--- src/rtl/instruction_fetch_unit.sv ---
// Fetch stage: owns the program counter, addresses instruction memory and
// fills the IF/ID pipeline register. Handles decode stalls, taken-branch
// redirects, bad branch targets and end-of-program halt.
module instruction_fetch_unit #(
  parameter logic [63:0] RESET_PC   = 64'd0,
  parameter logic [63:0] IMEM_BYTES = 64'd16,
  parameter logic [31:0] NOP_INST   = 32'h0000_0013
) (
  input  logic        clk,
  input  logic        reset,
  input  logic        Stall,
  input  logic        Branch_Taken,
  input  logic [63:0] Branch_Target,
  input  logic [31:0] Instruction,
  output logic [63:0] Inst_Address,
  output logic [63:0] IF_ID_PC,
  output logic [31:0] IF_ID_Instruction,
  output logic        IF_ID_Valid,
  output logic        Halted,
  output logic        Misaligned
);

  localparam logic [1:0] START = 2'd0;
  localparam logic [1:0] RUN   = 2'd1;
  localparam logic [1:0] HALT  = 2'd2;

  logic [1:0]  r_state;
  logic [63:0] r_pc;
  logic [63:0] r_if_pc;
  logic [31:0] r_if_inst;
  logic        r_if_valid;
  logic        r_halted;
  logic        r_misaligned;

  logic        w_tgt_misaligned;
  logic        w_tgt_ok;
  logic [63:0] w_pc_plus4;
  logic        w_last_word;

  // Classify the branch target and the sequential successor of the PC.
  always_comb begin
    w_tgt_misaligned = (Branch_Target[1:0] != 2'b00);
    w_tgt_ok         = !w_tgt_misaligned && (Branch_Target < IMEM_BYTES);
    w_pc_plus4       = r_pc + 64'd4;
    w_last_word      = !(w_pc_plus4 < IMEM_BYTES);
  end

  // PC, IF/ID register and fetch FSM; branch beats stall beats sequential fetch.
  always_ff @(posedge clk) begin
    if (!reset) begin
      r_state      <= START;
      r_pc         <= RESET_PC;
      r_if_pc      <= 64'd0;
      r_if_inst    <= NOP_INST;
      r_if_valid   <= 1'b0;
      r_halted     <= 1'b0;
      r_misaligned <= 1'b0;
    end else begin
      case (r_state)
        START: begin
          r_if_inst  <= NOP_INST;
          r_if_valid <= 1'b0;
          r_state    <= RUN;
        end
        RUN: begin
          if (Branch_Taken) begin
            // Wrong-path instruction is flushed whether or not the target is usable.
            r_if_inst  <= NOP_INST;
            r_if_valid <= 1'b0;
            if (w_tgt_ok) begin
              r_pc <= Branch_Target;
            end else begin
              r_halted <= 1'b1;
              r_state  <= HALT;
              if (w_tgt_misaligned) r_misaligned <= 1'b1;
            end
          end else if (!Stall) begin
            r_if_pc    <= r_pc;
            r_if_inst  <= Instruction;
            r_if_valid <= 1'b1;
            if (w_last_word) begin
              // PC parks on the last in-range word.
              r_halted <= 1'b1;
              r_state  <= HALT;
            end else begin
              r_pc <= w_pc_plus4;
            end
          end
        end
        HALT: begin
          if (Branch_Taken) begin
            r_if_inst  <= NOP_INST;
            r_if_valid <= 1'b0;
            if (w_tgt_ok) begin
              r_pc     <= Branch_Target;
              r_halted <= 1'b0;
              r_state  <= RUN;
            end else if (w_tgt_misaligned) begin
              r_misaligned <= 1'b1;
            end
          end else if (!Stall) begin
            // Drain: only once decode accepts does the last real instruction leave.
            r_if_inst  <= NOP_INST;
            r_if_valid <= 1'b0;
          end
        end
        default: begin
          r_state <= START;
        end
      endcase
    end
  end

  // Outputs come straight from registers.
  always_comb begin
    Inst_Address      = r_pc;
    IF_ID_PC          = r_if_pc;
    IF_ID_Instruction = r_if_inst;
    IF_ID_Valid       = r_if_valid;
    Halted            = r_halted;
    Misaligned        = r_misaligned;
  end

endmodule
--- config.mk ---
export PLATFORM = sky130hd
export DESIGN_NAME = instruction_fetch_unit
export DESIGN_NICKNAME = d
export VERILOG_FILES = /design/src/rtl/instruction_fetch_unit.sv
export SDC_FILE = /design/constraint.sdc
export NUM_CORES = 1
export LEC_CHECK = 0
export BUFFER_PORTS_ARGS = -buffer_cell sky130_fd_sc_hd__buf_2
export CAP_MARGIN = 20
export CORE_ASPECT_RATIO = 0.6
export CORE_UTILIZATION = 50
export DETAILED_ROUTE_END_ITERATION = 10
export PLACE_DENSITY = 0.8
export SLEW_MARGIN = 20
export SYNTH_ARGS = -nofsm -noshare
export SYNTH_HDL_FRONTEND = slang
export SYNTH_SLANG_ARGS = --single-unit
--- constraint.sdc ---
create_clock -name clk -period 4.4 [get_ports clk]
set_input_delay 0.44 -clock clk [delete_from_list [all_inputs] [get_ports clk]]
set_output_delay 0.44 -clock clk [all_outputs]
set_load 0.01 [all_outputs]
# Word level (Yosys, flattened, before mapping)
# Cells that the tools add are included.
# classes
multipliers	0
shift	0
magnitude_cmp	2
n_bitwise	3
add_sub_neg	1
muxes	30
n_reduce_logical	13
n_div	0
n_eq_ne	9
# ops
op	n
64-bit 2-to-1 mux	5
64-bit by 5-bit < comparator with 1-bit output (second input constant)	2
32-bit 2-to-1 mux	4
64-bit case mux with 2 select lines	1
32-bit case mux with 3 select lines	1
64-bit by 3-bit adder with 64-bit output (second input constant)	1
3-bit != test (second input constant)	5
2-bit 2-to-1 mux	6
1-bit 2-to-1 mux	10
4-bit AND reduction	2
2-bit case mux with 3 select lines	1
3-bit AND reduction	2
6-bit AND reduction	1
5-bit AND reduction	1
2-bit != test (second input constant)	2
2-bit nonzero test	2
1-bit NOT	3
1-bit case mux with 3 select lines	1
3-bit nonzero test	1
2-bit by 1-bit == test with 1-bit output (second input constant)	1
2-bit == test (second input constant)	1
2-bit logical NOT	1
1-bit case mux with 2 select lines	1
2-bit OR reduction	1
2 further kinds	2
# totals
latchBits	0
inputBits	100
output_inout_bits	163
word_cells	65
memories	0
ramBits	0
reg_bits	165
rom_bits	0

# Logic depth before layout (Yosys ltp)
# depth
depth_word	6
mapped_depth	13
mapped_depth_nobuf	10

# Worst setup path after synthesis
# No wires, ideal clock.
# synth_timing
kind	flip-flop to flip-flop
from	register r_pc[20], in the netlist Inst_Address[20]
to	register r_pc[60], in the netlist Inst_Address[60]
path_stages_with_launch	14
slack_ns	0.929
n_path_buf	4
period_less_slack_ns	3.471
t_required_ns	4.278
arrival_ns	3.349
setup_ns	0.122
path_cell_list	dfxtp_1 -> clkbuf_1 -> nand3_1 -> or2_1 -> clkbuf_1 -> or4b_2 -> nor2_1 -> xor2_1 -> or4_1 -> nor4_4 -> a32o_1 -> buf_2 -> buf_2 -> a21oi_1
# synth_between
elab_chain_cells	5
elab_cells_between_ends	8
classes_between	add/sub: 1; order compare: 1; eq/ne: 1; mux: 4; reduce/logical: 1
# synth_lines
element	line	text
start: declaration	28	logic [63:0] r_pc;
start signal: assignment	71	r_pc <= Branch_Target;
start signal: assignment	86	r_pc <= w_pc_plus4;
start signal: assignment	95	r_pc <= Branch_Target;
64-bit by 3-bit adder with 64-bit output (*)	44	w_pc_plus4 = r_pc + 64'd4;
branches (longest 4 deep; another with 64-bit by 5-bit < comparator with 1-bit output)	n/a	
# Every way passes the cells marked *. The select of a mux whose other input is x is not followed.
# A chain may end at the register's enable or synchronous reset.

# Worst setup path after layout
# layout_timing
from	register r_pc[32], in the netlist Inst_Address[32]
to	register r_pc[36], in the netlist Inst_Address[36]
# The elaborated chain is that of the path after synthesis.

==> results.md <==
- Slew Viols, Final: 0
- Adder-cell area share of the yosys netlist: less than 1%
- IO Count: 263
- Worst R2R Path Depth: 10
- Remaining DRCs: 0
- Internal power: 2.55 mW
- Met3 wire len: 1450 um
- Global-route wire length before repair: 36900 um
- FF-to-FF setup slack: 0.29 ns
- Largest net degree at the start of global routing: 72
- Min-delay src: Instruction[4]
- Seq pwr share: between 40% and 50%
- Post-DP HPWL: 16400 um
- Yosys reg bits: between 150 and 200
- Final std cells w/o fill: 1359
- Synth Area in XOR/XNOR: roughly 2.6%
- Cell count after placement: around 1300
- Clock share of power: 43.0%
- Number of global-route vias before repair: 7023
- Post-CTS sizing: 0
- Die X: around 160 um
- Htree depth: 4
- Wire length on met2: about 11000 um
- R2r endpoint: Inst_Address[36]
- Status: finished clean
- Post-synth EDFFs: 0
- Clock Tree Root: clkbuf_16
- Reg-to-Reg Start: Inst_Address[32]
- DRT met1 WL: between 10000 and 15000 um
- CTS buffer count: 17
- CTS sink count: 165
- Top_reg_cell synth: dfxtp_1
- Clk slew on worst S/H paths: 0.06 ns
- Rows: 34
- Setup WS pre-CTS: ~0.52 ns
- Final Setup Violations: 0
- Hold/Removal Path Class: input pin to flip-flop
- Main combinational cell family by area after synthesis: simple AND/OR/NAND/NOR gates
- Core region area: 14600 um2
- Port Buffers: 262
- P_sw: approximately 0.96 mW
- Crit. End Element: flip-flop
- Die height: 97.1 um
- CP Data Required Time: roughly 4.7 ns
- Unique masters post-synth: 57
- Max IR drop VDD: 209 uV
- Initial drt markers: 841
- WL per Instance: 16.8 um
- Worst-Margin Slew: 1.05 ns
- CP Launch Type: flip-flop
- Antenna diode count: 0
- Via density per instance: around 5.7
- WP data arrival: 4.40 ns
- Clock skew: 0.0163 ns
- Final Hold Fails: 0
- Initial Utilization: 51.6%
- Switching share of power: between 20% and 30%
- Leak Pwr: 4.03 nW
- Max Cap Viol: 0
- Overall power: 3.50 mW
- Tcrit/Tclk final: 93.5%
- Worst-skew pair later-pin latency: between 0.4 and 0.5 ns
- TritonCTS clock tree: done
- Combinational share of power: between 10% and 20%
- Grt total ovfl: 0
- Hold-critical path endpoint: IF_ID_Instruction[4]
- Cell Area, Synth: 7530 um2
- Type of the worst setup path: flip-flop to flip-flop
- Post-route ant nets: 0
- Top Layer Used: met4
- Maximum clock rate: between 200 and 250 MHz
- Initial antenna violation count: 0
- DRT Pass-1 Iters: 7
- Drt total wl: 22900 um
- Ratio of cells with drive above 1 in the final layout: 28.1%
- P&R area growth vs syn: 26.4%
- Max_slew headroom: 30.0%
- Hold Buf Count CTS: 0
- Full die area: roughly 16000 um2
- Worst-path cell chain: nand4_1, nor4_1, or4b_2, nor2_1, xor2_1, or4_1, nor4_4, a32o_2, buf_12, a21oi_1
- Global Route Usage Sum: 29.4%
- CP max stage cell: or4b_2
- Post-synthesis cell count: 926
- Yosys warnings: 0
- Register area share after synthesis: 43.9%
- Ys async rst share: 0%
- Synth Area per Inst: 8.13 um2
- Synth Net Count: 1031
- PwrDens: 368 nW/um2
- Setup TNS Final: 0 ns
- Compound-Gate Fraction of Synth Area: 18.5%
- WHS Path Cells: 3
- Postcts setup bufs: 0
- Final setup margin: 0.288 ns
- CP Max Fanout: 50
- Crit path buf inv count: 1
- Post-Synth Simple-Gate Area: 28.9%
- Min cycle time layout: slightly above 4 ns
- Mux contribution to synthesized area: less than 1%
- Total number of vias: 7728
- Slowest stage delay, CP: 0.66 ns
- Crit-path leading delay family: simple AND/OR/NAND/NOR gates
- Max clock buf depth: 2
- Routability cong.: 0.946
- RSZ-0062 raised after global routing: no
- Layout net count: between 1000 and 1500
power by group through the flow:
stage          sequential, mW  combinational [mW]  clock (mW)
4_1_cts                  1.55               0.437        1.52
2_1_floorplan            1.59               0.278           0
3_5_place_dp             1.59               0.434           0
3_3_place_gp             1.59               0.431           0
6_report                 1.56               0.443        1.51
5_1_grt                  1.56               0.485        1.59
area by class of cell:
class                           instances  area [um2]
Fill cell                            1272        5070
Multi-Input combinational cell        678        3900
Sequential cell                       165        3300
Timing Repair Buffer                  279        1450
Clock buffer                           20         447
Tap cell                              198         248
Clock inverter                         12         145
Inverter                                7        26.3
registers in the layout, indices dropped and copies added, names as in the netlist:
name,count
IF_ID_PC,64
Inst_Address,64
IF_ID_Instruction,32
r_state,2
Halted,1
IF_ID_Valid,1
Misaligned,1
cell families (layout without fill, tap and decap cells):
group,count (synthesis),in the layout
AOI/OAI and AO/OA,201,201
and+or+nand+nor,444,444
DFF,165,165
adders and majority gates,5,5
xor gates and xnor gates,22,22
buffers and inverters,83,318
muxes,6,6
through the flow:
stage / hold slack, ns / util (%) / area [um2]
global route: 0.251 / 65.3 / 9520
floorplan: 0.469 / - / 7530
global placement: 0.447 / 61.2 / 8930
detailed placement: 0.454 / 61.2 / 8930
finish: 0.253 / 65.3 / 9520
CTS: 0.246 / 65.3 / 9520
Yosys cell counts, types with 2 or more instances:
cell type,number,area (um2)
a211o_1,3,26.3
a211oi_1,6,45.0
a21boi_0,65,488
a21oi_1,48,240
a22oi_1,32,240
a311oi_1,4,35.0
a31o_2,3,26.3
a31oi_1,5,31.3
and2_1,3,18.8
and3_1,14,87.6
and4_1,14,123
buf_1,2,7.51
buf_2,13,65.1
clkbuf_1,57,214
clkbuf_2,2,10.0
dfxtp_1,165,3300
ha_1,5,62.6
inv_1,7,26.3
mux2i_1,6,60.1
nand2_1,217,815
nand2b_1,2,12.5
nand3_1,19,95.1
nand4_1,37,231
nor2_1,40,150
nor2b_1,29,181
nor3_1,14,70.1
nor4_1,32,200
o211a_1,3,30.0
o211ai_1,2,15.0
o21a_1,3,22.5
o21ai_0,8,40.0
o22ai_1,3,18.8
o31ai_1,7,52.6
or2_2,3,18.8
or3_1,6,37.5
or4_1,6,45.0
xnor2_1,13,114
xor2_1,9,78.8
worst reg2reg max path, delay by kind of cell, from the launching register on:
family                 cells  cell delay, ns
AO/OA/AOI/OAI              2            0.51
XOR/XNOR                   1            0.07
buffers and inverters      1            0.29
flip-flops                 1            0.54
AND/OR/NAND/NOR            6            2.58
how the worst max path moves through the flow:
stage	start	cells past startpoint	slack [ns]	end
2_1_floorplan	Inst_Address[20]	13	0.93	Inst_Address[60]
3_3_place_gp	Inst_Address[32]	10	0.62	Inst_Address[40]
3_5_place_dp	Inst_Address[32]	10	0.52	Inst_Address[26]
4_1_cts	Inst_Address[32]	10	0.42	Inst_Address[36]
5_1_grt	Inst_Address[32]	10	0.13	Inst_Address[30]
6_report	Inst_Address[32]	10	0.29	Inst_Address[36]
layer usage:
metal,track usage (%),up-vias
li1,-,3730
met4,8.64,0
met5,0,-
met2,47.1,315
met1,40.4,3658
met3,5.59,25
cells in the final DEF (no fill, tap or decap), types with 7 or more instances in the layout:
cell       instances
a21oi_1           48
nor4_1            32
inv_1              7
nand2_1          217
a22oi_1           32
xnor2_1           13
o31ai_1            7
nor2b_1           29
buf_2            261
and3_1            14
o21ai_0            8
and4_1            14
clkbuf_16         17
nor2_1            38
dfxtp_1          165
xor2_1             9
buf_4             17
nor3_1            14
nand4_1           37
nand3_1           19
a21boi_0          65
(Power assumes the default switching activity.)
